## src/rtl/param_alu_pkg.sv

```systemverilog
// Shared opcode values, FSM state encoding and width helpers for param_alu.
// Latency: none (package only).
// Backpressure: none (package only).
package param_alu_pkg;

    // Operation select values carried on Opcode
    localparam logic [2:0] OP_SLT = 3'b000;  // unsigned A < B -> 1/0
    localparam logic [2:0] OP_ADD = 3'b001;
    localparam logic [2:0] OP_AND = 3'b010;
    localparam logic [2:0] OP_OR  = 3'b011;
    localparam logic [2:0] OP_SUB = 3'b100;
    localparam logic [2:0] OP_XOR = 3'b101;
    localparam logic [2:0] OP_SHL = 3'b110;
    localparam logic [2:0] OP_MUL = 3'b111;

    // Control FSM: EXEC covers every single-cycle op, MUL waits on the iterative multiplier
    typedef enum logic [1:0] {
        ST_IDLE = 2'd0,
        ST_EXEC = 2'd1,
        ST_MUL  = 2'd2
    } state_t;

    // Ceiling log2, usable in constant expressions (shift-amount and counter widths)
    function automatic int clog2(input int value);
        int r;
        r = 0;
        for (int i = 0; i < 32; i++) begin
            if ((64'd1 << i) < 64'(value)) begin
                r = i + 1;
            end
        end
        return r;
    endfunction

endpackage

```

## src/rtl/param_alu_mul.sv

```systemverilog
// Iterative shift-add multiplier, one multiplier bit consumed per cycle.
// Latency: start at edge k, done high in the cycle before edge k+WIDTH; product valid with done.
// Backpressure: start is ignored while busy; no stall once running, RST aborts.
module param_alu_mul
    import param_alu_pkg::*;
#(
    parameter int WIDTH = 16
) (
    input  logic                 CLK,
    input  logic                 RST,
    input  logic                 start,
    input  logic [WIDTH-1:0]     a,
    input  logic [WIDTH-1:0]     b,
    output logic                 busy,
    output logic                 done,
    output logic [2*WIDTH-1:0]   product
);

    localparam int CW = clog2(WIDTH);

    logic [2*WIDTH-1:0] mcand_q, mcand_d;
    logic [2*WIDTH-1:0] acc_q, acc_d;
    logic [WIDTH-1:0]   mplier_q, mplier_d;
    logic [CW-1:0]      cnt_q, cnt_d;
    logic               busy_q, busy_d;
    logic [2*WIDTH-1:0] step;

    // One shift-add iteration per cycle; the final iteration is presented combinationally
    // on product so the parent can register it on the same edge the count expires.
    always_comb begin
        step     = acc_q + (mplier_q[0] ? mcand_q : '0);
        mcand_d  = mcand_q;
        acc_d    = acc_q;
        mplier_d = mplier_q;
        cnt_d    = cnt_q;
        busy_d   = busy_q;
        if (busy_q) begin
            acc_d    = step;
            mcand_d  = mcand_q << 1;
            mplier_d = mplier_q >> 1;
            cnt_d    = cnt_q + CW'(1);
            if (cnt_q == CW'(WIDTH - 1)) begin
                busy_d = 1'b0;
            end
        end else if (start) begin
            mcand_d  = {{WIDTH{1'b0}}, a};
            mplier_d = b;
            acc_d    = '0;
            cnt_d    = '0;
            busy_d   = 1'b1;
        end
    end

    // Iteration state registers, cleared asynchronously so a reset aborts cleanly
    always_ff @(posedge CLK or posedge RST) begin
        if (RST) begin
            mcand_q  <= '0;
            acc_q    <= '0;
            mplier_q <= '0;
            cnt_q    <= '0;
            busy_q   <= 1'b0;
        end else begin
            mcand_q  <= mcand_d;
            acc_q    <= acc_d;
            mplier_q <= mplier_d;
            cnt_q    <= cnt_d;
            busy_q   <= busy_d;
        end
    end

    assign busy    = busy_q;
    assign done    = busy_q && (cnt_q == CW'(WIDTH - 1));
    assign product = step;

endmodule

```

## src/rtl/param_alu.sv

```systemverilog
// Parameterised ALU: captures operands on Enable, single-cycle ops plus optional iterative multiply.
// Latency: result and Done at edge k+1 (single-cycle ops) or edge k+WIDTH (multiply).
// Backpressure: Busy high while executing; Enable and operand changes are ignored until IDLE.
module param_alu
    import param_alu_pkg::*;
#(
    parameter int WIDTH  = 16,
    parameter int MUL_EN = 1
) (
    input  logic             CLK,
    input  logic             RST,
    input  logic             Enable,
    input  logic [WIDTH-1:0] Data_A,
    input  logic [WIDTH-1:0] Data_B,
    input  logic [2:0]       Opcode,
    output logic             Busy,
    output logic             Done,
    output logic             CF,
    output logic             ZF,
    output logic [WIDTH-1:0] Results
);

    localparam int SHW = clog2(WIDTH);

    state_t             state_q, state_d;
    logic [WIDTH-1:0]   a_q, a_d;
    logic [WIDTH-1:0]   b_q, b_d;
    logic [2:0]         op_q, op_d;
    logic [WIDTH-1:0]   res_q, res_d;
    logic               cf_q, cf_d;
    logic               zf_q, zf_d;
    logic               done_q, done_d;

    logic               mul_start;
    logic               mul_busy;
    logic               mul_done;
    logic [2*WIDTH-1:0] mul_product;

    logic [WIDTH-1:0]   exec_res;
    logic               exec_cf;
    logic [WIDTH:0]     add_full;
    logic [WIDTH:0]     sub_full;
    logic [WIDTH:0]     shl_full;
    logic [SHW-1:0]     shamt;

    // Single-cycle datapath on the captured operands; the extra top bit of each
    // widened result is the carry, borrow or last bit shifted out.
    always_comb begin
        shamt    = b_q[SHW-1:0];
        add_full = {1'b0, a_q} + {1'b0, b_q};
        sub_full = {1'b0, a_q} - {1'b0, b_q};
        shl_full = {1'b0, a_q} << shamt;
        exec_res = '0;
        exec_cf  = 1'b0;
        case (op_q)
            OP_SLT: exec_res = WIDTH'(a_q < b_q);
            OP_ADD: begin
                exec_res = add_full[WIDTH-1:0];
                exec_cf  = add_full[WIDTH];
            end
            OP_AND: exec_res = a_q & b_q;
            OP_OR:  exec_res = a_q | b_q;
            OP_SUB: begin
                exec_res = sub_full[WIDTH-1:0];
                exec_cf  = sub_full[WIDTH];
            end
            OP_XOR: exec_res = a_q ^ b_q;
            OP_SHL: begin
                exec_res = shl_full[WIDTH-1:0];
                exec_cf  = shl_full[WIDTH];
            end
            // Multiply only lands here when it is compiled out: result 0, CF 0
            default: begin
                exec_res = '0;
                exec_cf  = 1'b0;
            end
        endcase
    end

    // Control FSM: capture in IDLE, complete in EXEC or when the multiplier finishes
    always_comb begin
        state_d   = state_q;
        a_d       = a_q;
        b_d       = b_q;
        op_d      = op_q;
        res_d     = res_q;
        cf_d      = cf_q;
        zf_d      = zf_q;
        done_d    = 1'b0;
        mul_start = 1'b0;
        case (state_q)
            ST_IDLE: begin
                if (Enable) begin
                    a_d  = Data_A;
                    b_d  = Data_B;
                    op_d = Opcode;
                    if ((Opcode == OP_MUL) && (MUL_EN != 0)) begin
                        mul_start = 1'b1;
                        state_d   = ST_MUL;
                    end else begin
                        state_d = ST_EXEC;
                    end
                end
            end
            ST_EXEC: begin
                res_d   = exec_res;
                cf_d    = exec_cf;
                zf_d    = (exec_res == '0);
                done_d  = 1'b1;
                state_d = ST_IDLE;
            end
            ST_MUL: begin
                if (mul_done) begin
                    res_d   = mul_product[WIDTH-1:0];
                    cf_d    = |mul_product[2*WIDTH-1:WIDTH];
                    zf_d    = (mul_product[WIDTH-1:0] == '0);
                    done_d  = 1'b1;
                    state_d = ST_IDLE;
                end else if (!mul_busy) begin
                    // Multiplier idle without finishing: never expected, recover rather than hang
                    state_d = ST_IDLE;
                end
            end
            default: state_d = ST_IDLE;
        endcase
    end

    // State, operand and result registers; reset leaves ZF=1 to match Results=0
    always_ff @(posedge CLK or posedge RST) begin
        if (RST) begin
            state_q <= ST_IDLE;
            a_q     <= '0;
            b_q     <= '0;
            op_q    <= OP_SLT;
            res_q   <= '0;
            cf_q    <= 1'b0;
            zf_q    <= 1'b1;
            done_q  <= 1'b0;
        end else begin
            state_q <= state_d;
            a_q     <= a_d;
            b_q     <= b_d;
            op_q    <= op_d;
            res_q   <= res_d;
            cf_q    <= cf_d;
            zf_q    <= zf_d;
            done_q  <= done_d;
        end
    end

    generate
        if (MUL_EN != 0) begin : g_mul
            // Multiplier loads straight from the ports on the capture edge
            param_alu_mul #(
                .WIDTH (WIDTH)
            ) u_mul (
                .CLK     (CLK),
                .RST     (RST),
                .start   (mul_start),
                .a       (Data_A),
                .b       (Data_B),
                .busy    (mul_busy),
                .done    (mul_done),
                .product (mul_product)
            );
        end else begin : g_nomul
            assign mul_busy    = 1'b0;
            assign mul_done    = 1'b0;
            assign mul_product = '0;
        end
    endgenerate

    assign Busy    = (state_q != ST_IDLE);
    assign Done    = done_q;
    assign CF      = cf_q;
    assign ZF      = zf_q;
    assign Results = res_q;

endmodule

```

## config.mk

```make
export PLATFORM = sky130hd
export DESIGN_NAME = param_alu
export DESIGN_NICKNAME = d
export VERILOG_FILES = /design/src/rtl/param_alu_pkg.sv /design/src/rtl/param_alu_mul.sv /design/src/rtl/param_alu.sv
export SDC_FILE = /design/constraint.sdc
export NUM_CORES = 1
export LEC_CHECK = 0
export ABC_AREA = 1
export CAP_MARGIN = 30
export CORE_UTILIZATION = 50
export DETAILED_ROUTE_END_ITERATION = 10
export PLACE_DENSITY = 0.7
export SETUP_SLACK_MARGIN = 0.5
export SLEW_MARGIN = 20
export SYNTH_ARGS = -nofsm -noshare
export SYNTH_HDL_FRONTEND = slang
export SYNTH_SLANG_ARGS = --single-unit
```

## constraint.sdc

```tcl
create_clock -name CLK -period 5 [get_ports CLK]
set_input_delay 0.5 -clock CLK [delete_from_list [all_inputs] [get_ports CLK]]
set_output_delay 0.5 -clock CLK [all_outputs]
set_load 0.1 [all_outputs]
```

After elaboration in Yosys (flattened, before gate mapping) --
Cells that the tools add are included.
Word-level totals: output and inout bits 20, input bits 38, register bits after elaboration 141, logic and storage cells 77
Operators by class: reductions and logical operators 12, add/sub/neg operators 4, bitwise gates (word level) 3, multiplexer cells 30, eq/ne operators 13, shift operators 1, order comparisons 1
Operators with widths (number):
- 32-bit two-way mux | 5
- 16-bit one-hot mux with 7 select lines | 1
- 16-bit two-way mux | 3
- 32-bit adder | 1
- 16-bit zero test | 2
- 16-bit one-hot mux with 2 select lines | 1
- 16-bit by 16-bit adder with 17-bit output | 1
- 16-bit by 4-bit << shifter with 17-bit output | 1
- 16-bit by 16-bit subtractor with 17-bit output | 1
- 16-bit bitwise AND | 1
- 16-bit < comparator | 1
- 16-bit OR | 1
- 16-bit OR reduction | 1
- 16-bit bitwise XOR | 1
- 3-bit equality test, second input constant | 4
- 1-bit two-way mux | 9
- 2-bit two-way mux | 4
- 4-bit two-way mux | 2
- 3-bit by 2-bit equality test with 1-bit output, second input constant | 2
- 1-bit one-hot mux with 2 select lines | 3
- 2-bit AND reduction | 3
- 2-bit nonzero test | 3
- 4-bit by 1-bit adder with 4-bit output, second input constant | 1
- 4-bit equality test, second input constant | 1
- 11 further kinds | 11

Longest topological paths before layout --
depth in word-level cells 6, gate-level depth with buffers 22, mapped depth without buffers 20

Hierarchy --
A second synthesis with hierarchy kept.
Second synthesis, totals: cell total of the unflattened synthesis 1887, area, all modules 11959.0 sq um
By module, submodules not included:
- param_alu_mul | area each 6085.8 sq um, sequential area each 2127.0 sq um, cells an instance 919, times used 1
- param_alu | area each 5873.1 sq um, sequential area each 1402.6 sq um, cells an instance 968, times used 1

Worst setup path before layout --
No wires, ideal clock.
path kind reg-to-reg, from register g_mul.u_mul.mplier_q[0], to register cf_q (netlist: CF), stages on the path, launching flop included 21, path slack 2.373 ns, clock period less this slack 2.627 ns, library setup time 0.123 ns, data required time 4.877 ns, path buffers 2, arrival 2.504 ns, cells stage by stage dfrtp_1 -> clkbuf_1 -> clkbuf_1 -> nand2_1 -> inv_1 -> ha_1 -> fa_1 -> nand2_1 -> inv_1 -> a21oi_1 -> o21ai_0 -> nand2_1 -> nand2_1 -> nand2_1 -> nand2_1 -> nor2_1 -> nand2_1 -> nor2_1 -> nand3_1 -> nand2_1 -> a21oi_1
On the way: longest elaborated chain between the ends 5
Ends and longest elaborated chain:
- from (decl) | line param_alu_mul.sv:23 | logic [WIDTH-1:0] mplier_q, mplier_d;
- from (signal assigned) | line param_alu_mul.sv:65 | mplier_q <= mplier_d;
- 32-bit two-way mux | line param_alu_mul.sv:31 | step = acc_q + (mplier_q[0] ? mcand_q : '0);
- 32-bit adder | line param_alu_mul.sv:31
- 16-bit OR reduction | line param_alu.sv:115 | cf_d = |mul_product[2*WIDTH-1:WIDTH];
- 1-bit two-way mux | line param_alu.sv:113 | if (mul_done) begin
- 1-bit one-hot mux with 2 select lines | line param_alu.sv:91 | case (state_q)
- to (signal assigned) | line param_alu.sv:136 | cf_q <= 1'b0;
- to (signal assigned) | line param_alu.sv:145 | cf_q <= cf_d;
- to (decl) | line param_alu.sv:30 | logic cf_q, cf_d;
No other way between the ends. The select of a mux whose other input is x is not followed. A chain may end at the register's enable or synchronous reset.

Worst setup path after layout --
from register b_q[0], to register res_q[12] (netlist: Results[12])
On the way: longest elaborated chain between the ends 3, elaborated cells on any way between the ends 5, those cells by class add/sub (2); shift (1); mux (2)
Ends and longest elaborated chain:
- from (decl) | line param_alu.sv:27 | logic [WIDTH-1:0] b_q, b_d;
- from (signal assigned) | line param_alu.sv:133 | b_q <= '0;
- from (signal assigned) | line param_alu.sv:142 | b_q <= b_d;
- 16-bit by 16-bit subtractor with 17-bit output, or another cell as far along | line param_alu.sv:51 | sub_full = {1'b0, a_q} - {1'b0, b_q};
- 16-bit one-hot mux with 7 select lines * | line param_alu.sv:55 | case (op_q)
- 16-bit one-hot mux with 2 select lines * | line param_alu.sv:91
- to (signal assigned) | line param_alu.sv:144 | res_q <= res_d;
- to (decl) | line param_alu.sv:29 | logic [WIDTH-1:0] res_q, res_d;
Every way passes the cells marked *; elsewhere a longest branch is shown, timed or not.

==> impl_metrics.json <==
{
  "yosys-top-cells-area": "dfrtp_1, nand2_1, inv_1",
  "synth.top_cell.area_share": 0.298,
  "skew_ps": 14.9,
  "die_w_um": 155,
  "end_kind": "flop",
  "final_nets": 2004,
  "path_clk_slew_ps": 70,
  "cap_viol_max_count": 0,
  "postCtsHoldBufs": 0,
  "drc_errors": 0,
  "clock_path_buffers": 2,
  "area_growth_pct": 11.8,
  "outcome": "completed",
  "cp_data_arrival_time_ps": 3730,
  "initial_core_util": 0.514,
  "worstRegToRegCells": 17,
  "crit_path_max_incr_delay_ps": 850,
  "ys_warn_count": 0,
  "antenna_found_initial": 0,
  "critical_path.cell_chain": "ha_1, inv_1, fa_1, inv_1, nand3_1, nand2_1, nand2_1, nand2_1, nand2_1, nand2_1, nand2_1, nand3_1, nand2_1, nor2_1, a21oi_1, o21ai_0, nand2_1",
  "start_kind": "flop",
  "die-area_um2": 24100,
  "cp.required_ps": 5300,
  "powerDensity_nw_per_um2": 594,
  "synth.distinct_cells": 46,
  "crit_type": "flop to flop",
  "core_um2": 22800,
  "setup_viol": 0,
  "hpwl_um": 30100,
  "hold_slack_ps": 482,
  "overflow": 0,
  "p_leak_nw": 7.19,
  "grt_pass1_wl_um": 60800,
  "relSlewSlack": 0.340,
  "worstHoldEndpoint": "g_mul.u_mul.mplier_q[11]",
  "rsz0062_at_grt": "false",
  "antennaDiodeCount": 0,
  "min-delay-start": "g_mul.u_mul.mplier_q[12]",
  "timing.rr.end": "Results[12]",
  "io_pins": 58,
  "globalplace.congestion": 1.01,
  "seq_area_frac_synth": 0.301,
  "grt_max_degree": 66,
  "cts.sinks": 141,
  "grtUsageTotal": 0.327,
  "reg2reg_slack_ps": 1570,
  "syn_area_um2": 11700,
  "worstMarginPinSlew_ps": 987,
  "syn_inst": 1854,
  "synth.avg_cell_area_um2": 6.33,
  "use_met1": 0.493,
  "drive_above_1_share": 0.0322,
  "cts_buffers": 17,
  "crit_slowest_cell": "dfrtp_1",
  "r2r-start": "b_q[0]",
  "synth_area_leader_cell": "dfrtp_1",
  "grt_pass1_vias": 10900,
  "synthesis.nets": 1979,
  "crit_fanout": 29,
  "min_period_over_period": 0.686,
  "cts_resized": 0,
  "dr.pass1.iters": 6,
  "min_path_type": "flop to flop",
  "wl_per_cell_um": 17.4,
  "cp_common_cell": "nand2_1",
  "insertion_delay_ps": 430,
  "synth_most_common_cell": "nand2_1",
  "period_needed_ps": 3430,
  "hold-path-cell-count": 2,
  "drtIter0Drc": 1141,
  "synth.ff_latch_count": 141,
  "tns_ps": 0,
  "synth_ff_type": "dfrtp_1",
  "max_freq_ghz": 0.292,
  "cts_htree_levels": 4,
  "cts_tree": "yes",
  "vias": 12000,
  "ant_nets": 0,
  "irDropWorstVdd_mv": 0.351,
  "met3_usage": 0.0407,
  "die_h_um": 155,
  "top_usage_layer": "met2",
  "synth_edf_count": 0,
  "port_buffers": 57,
  "grt_use_met2": 0.496,
  "wirelength_um": 38400,
  "synthTopCellsByCount": "nand2_1, inv_1, nor2_1, dfrtp_1, nand3_1",
  "vias_per_cell": 5.45,
  "cts_setup_buffers": 0,
  "slew_viol_final": 0,
  "hold_violations": 0,
  "async_flop_share": 1.00,
  "cts-root-buf": "clkbuf_16",
  "floorplan.rows": 55
}
-- per-layer routing --
metal  vias up  wire [um]
met5         -          0
met3        48       2770
li1       5915          -
met2       469      16600
met4         0        730
met1      5586      18300
-- worst max-delay path, delay by kind of cell (launching register included) --
| kind | cells | cell delay [ps] |
|---|---|---|
| AO/OA/AOI/OAI | 2 | 250 |
| adder cells (fa/ha/maj) | 2 | 810 |
| buffers and inverters | 2 | 210 |
| flip-flops | 1 | 850 |
| AND/OR/NAND/NOR | 11 | 1170 |
-- worst max path at each step --
| stage | start | to | slack (ps) | depth (start not counted) |
|---|---|---|---|---|
| detailed placement | b_q[0] | Results[12] | 1650 | 17 |
| global placement | g_mul.u_mul.mplier_q[0] | CF | 1570 | 16 |
| global route | b_q[0] | ZF | 1240 | 18 |
| floorplan | RST | CF | 720 | 1 |
| CTS | b_q[0] | Results[12] | 1620 | 17 |
| finish | b_q[0] | Results[12] | 1570 | 17 |
-- placed cells by master, fill, tap and decap left out, types with 5 or more instances in the layout --
master           instances
nand2_1                639
inv_1                  305
nor2_1                 155
dfrtp_1                140
nand3_1                121
o21ai_0                105
ha_1                    84
a21oi_1                 74
clkdlybuf4s50_1         57
o22ai_1                 25
nand4_1                 19
o211ai_1                18
o221ai_1                17
clkbuf_16               17
a22o_1                  14
xnor2_1                 10
nand3b_1                10
buf_4                    8
inv_2                    7
inv_6                    6
o21bai_1                 6
nor3_1                   6
o21a_1                   5
inv_8                    5
-- registers in the layout, summed over array words and instances, names as in the netlist --
register,cells
ZF,1
Results,16
a_q,16
g_mul.u_mul.mcand_q,32
op_q,3
CF,1
g_mul.u_mul.cnt_q,4
g_mul.u_mul.busy,1
g_mul.u_mul.mplier_q,16
Done,1
g_mul.u_mul.acc_q,32
b_q,16
state_q,2
-- per-stage QoR --
stage / setup WS, ps / instance area (um^2) / power, W / utilization / std cells
floorplan: 720 / 11700 / 0.00506 / - / 1854
global placement: 1570 / 12500 / 0.00631 / 0.547 / 2172
detailed placement: 1650 / 12500 / 0.00636 / 0.548 / 2173
CTS: 1620 / 13100 / 0.00769 / 0.574 / 2205
global route: 1240 / 13100 / 0.00832 / 0.574 / 2205
finish: 1570 / 13100 / 0.00779 / 0.574 / 2205
-- kinds of logic (layout without fill, tap and decap cells) --
group           count (synthesis)  count (layout)  synth area share
simple gates                  962             962             0.331
buf+inv                       374             412             0.124
compound gates                277             277             0.139
flops                         141             141             0.301
fa+ha+maj                      87              87            0.0946
xor+xnor                       11              11           0.00821
mux                             2               2           0.00171
-- report_power, final --
group	switching, W	total [W]	internal [W]
sequential	0.000441	0.00199	0.00155
combinational	0.00316	0.00449	0.00133
clock	0.000600	0.00131	0.000714
total	0.00420	0.00779	0.00359
-- layout make-up --
type	count	area [um^2]
inverter	314	1180
timing repair buffer	66	658
tap	313	392
fill	2288	9720
clock inverter	15	168
sequential	141	3530
multi-input combinational	1339	6770
clock buffer	17	425
No activity file was read; power rests on OpenSTA's default activity.
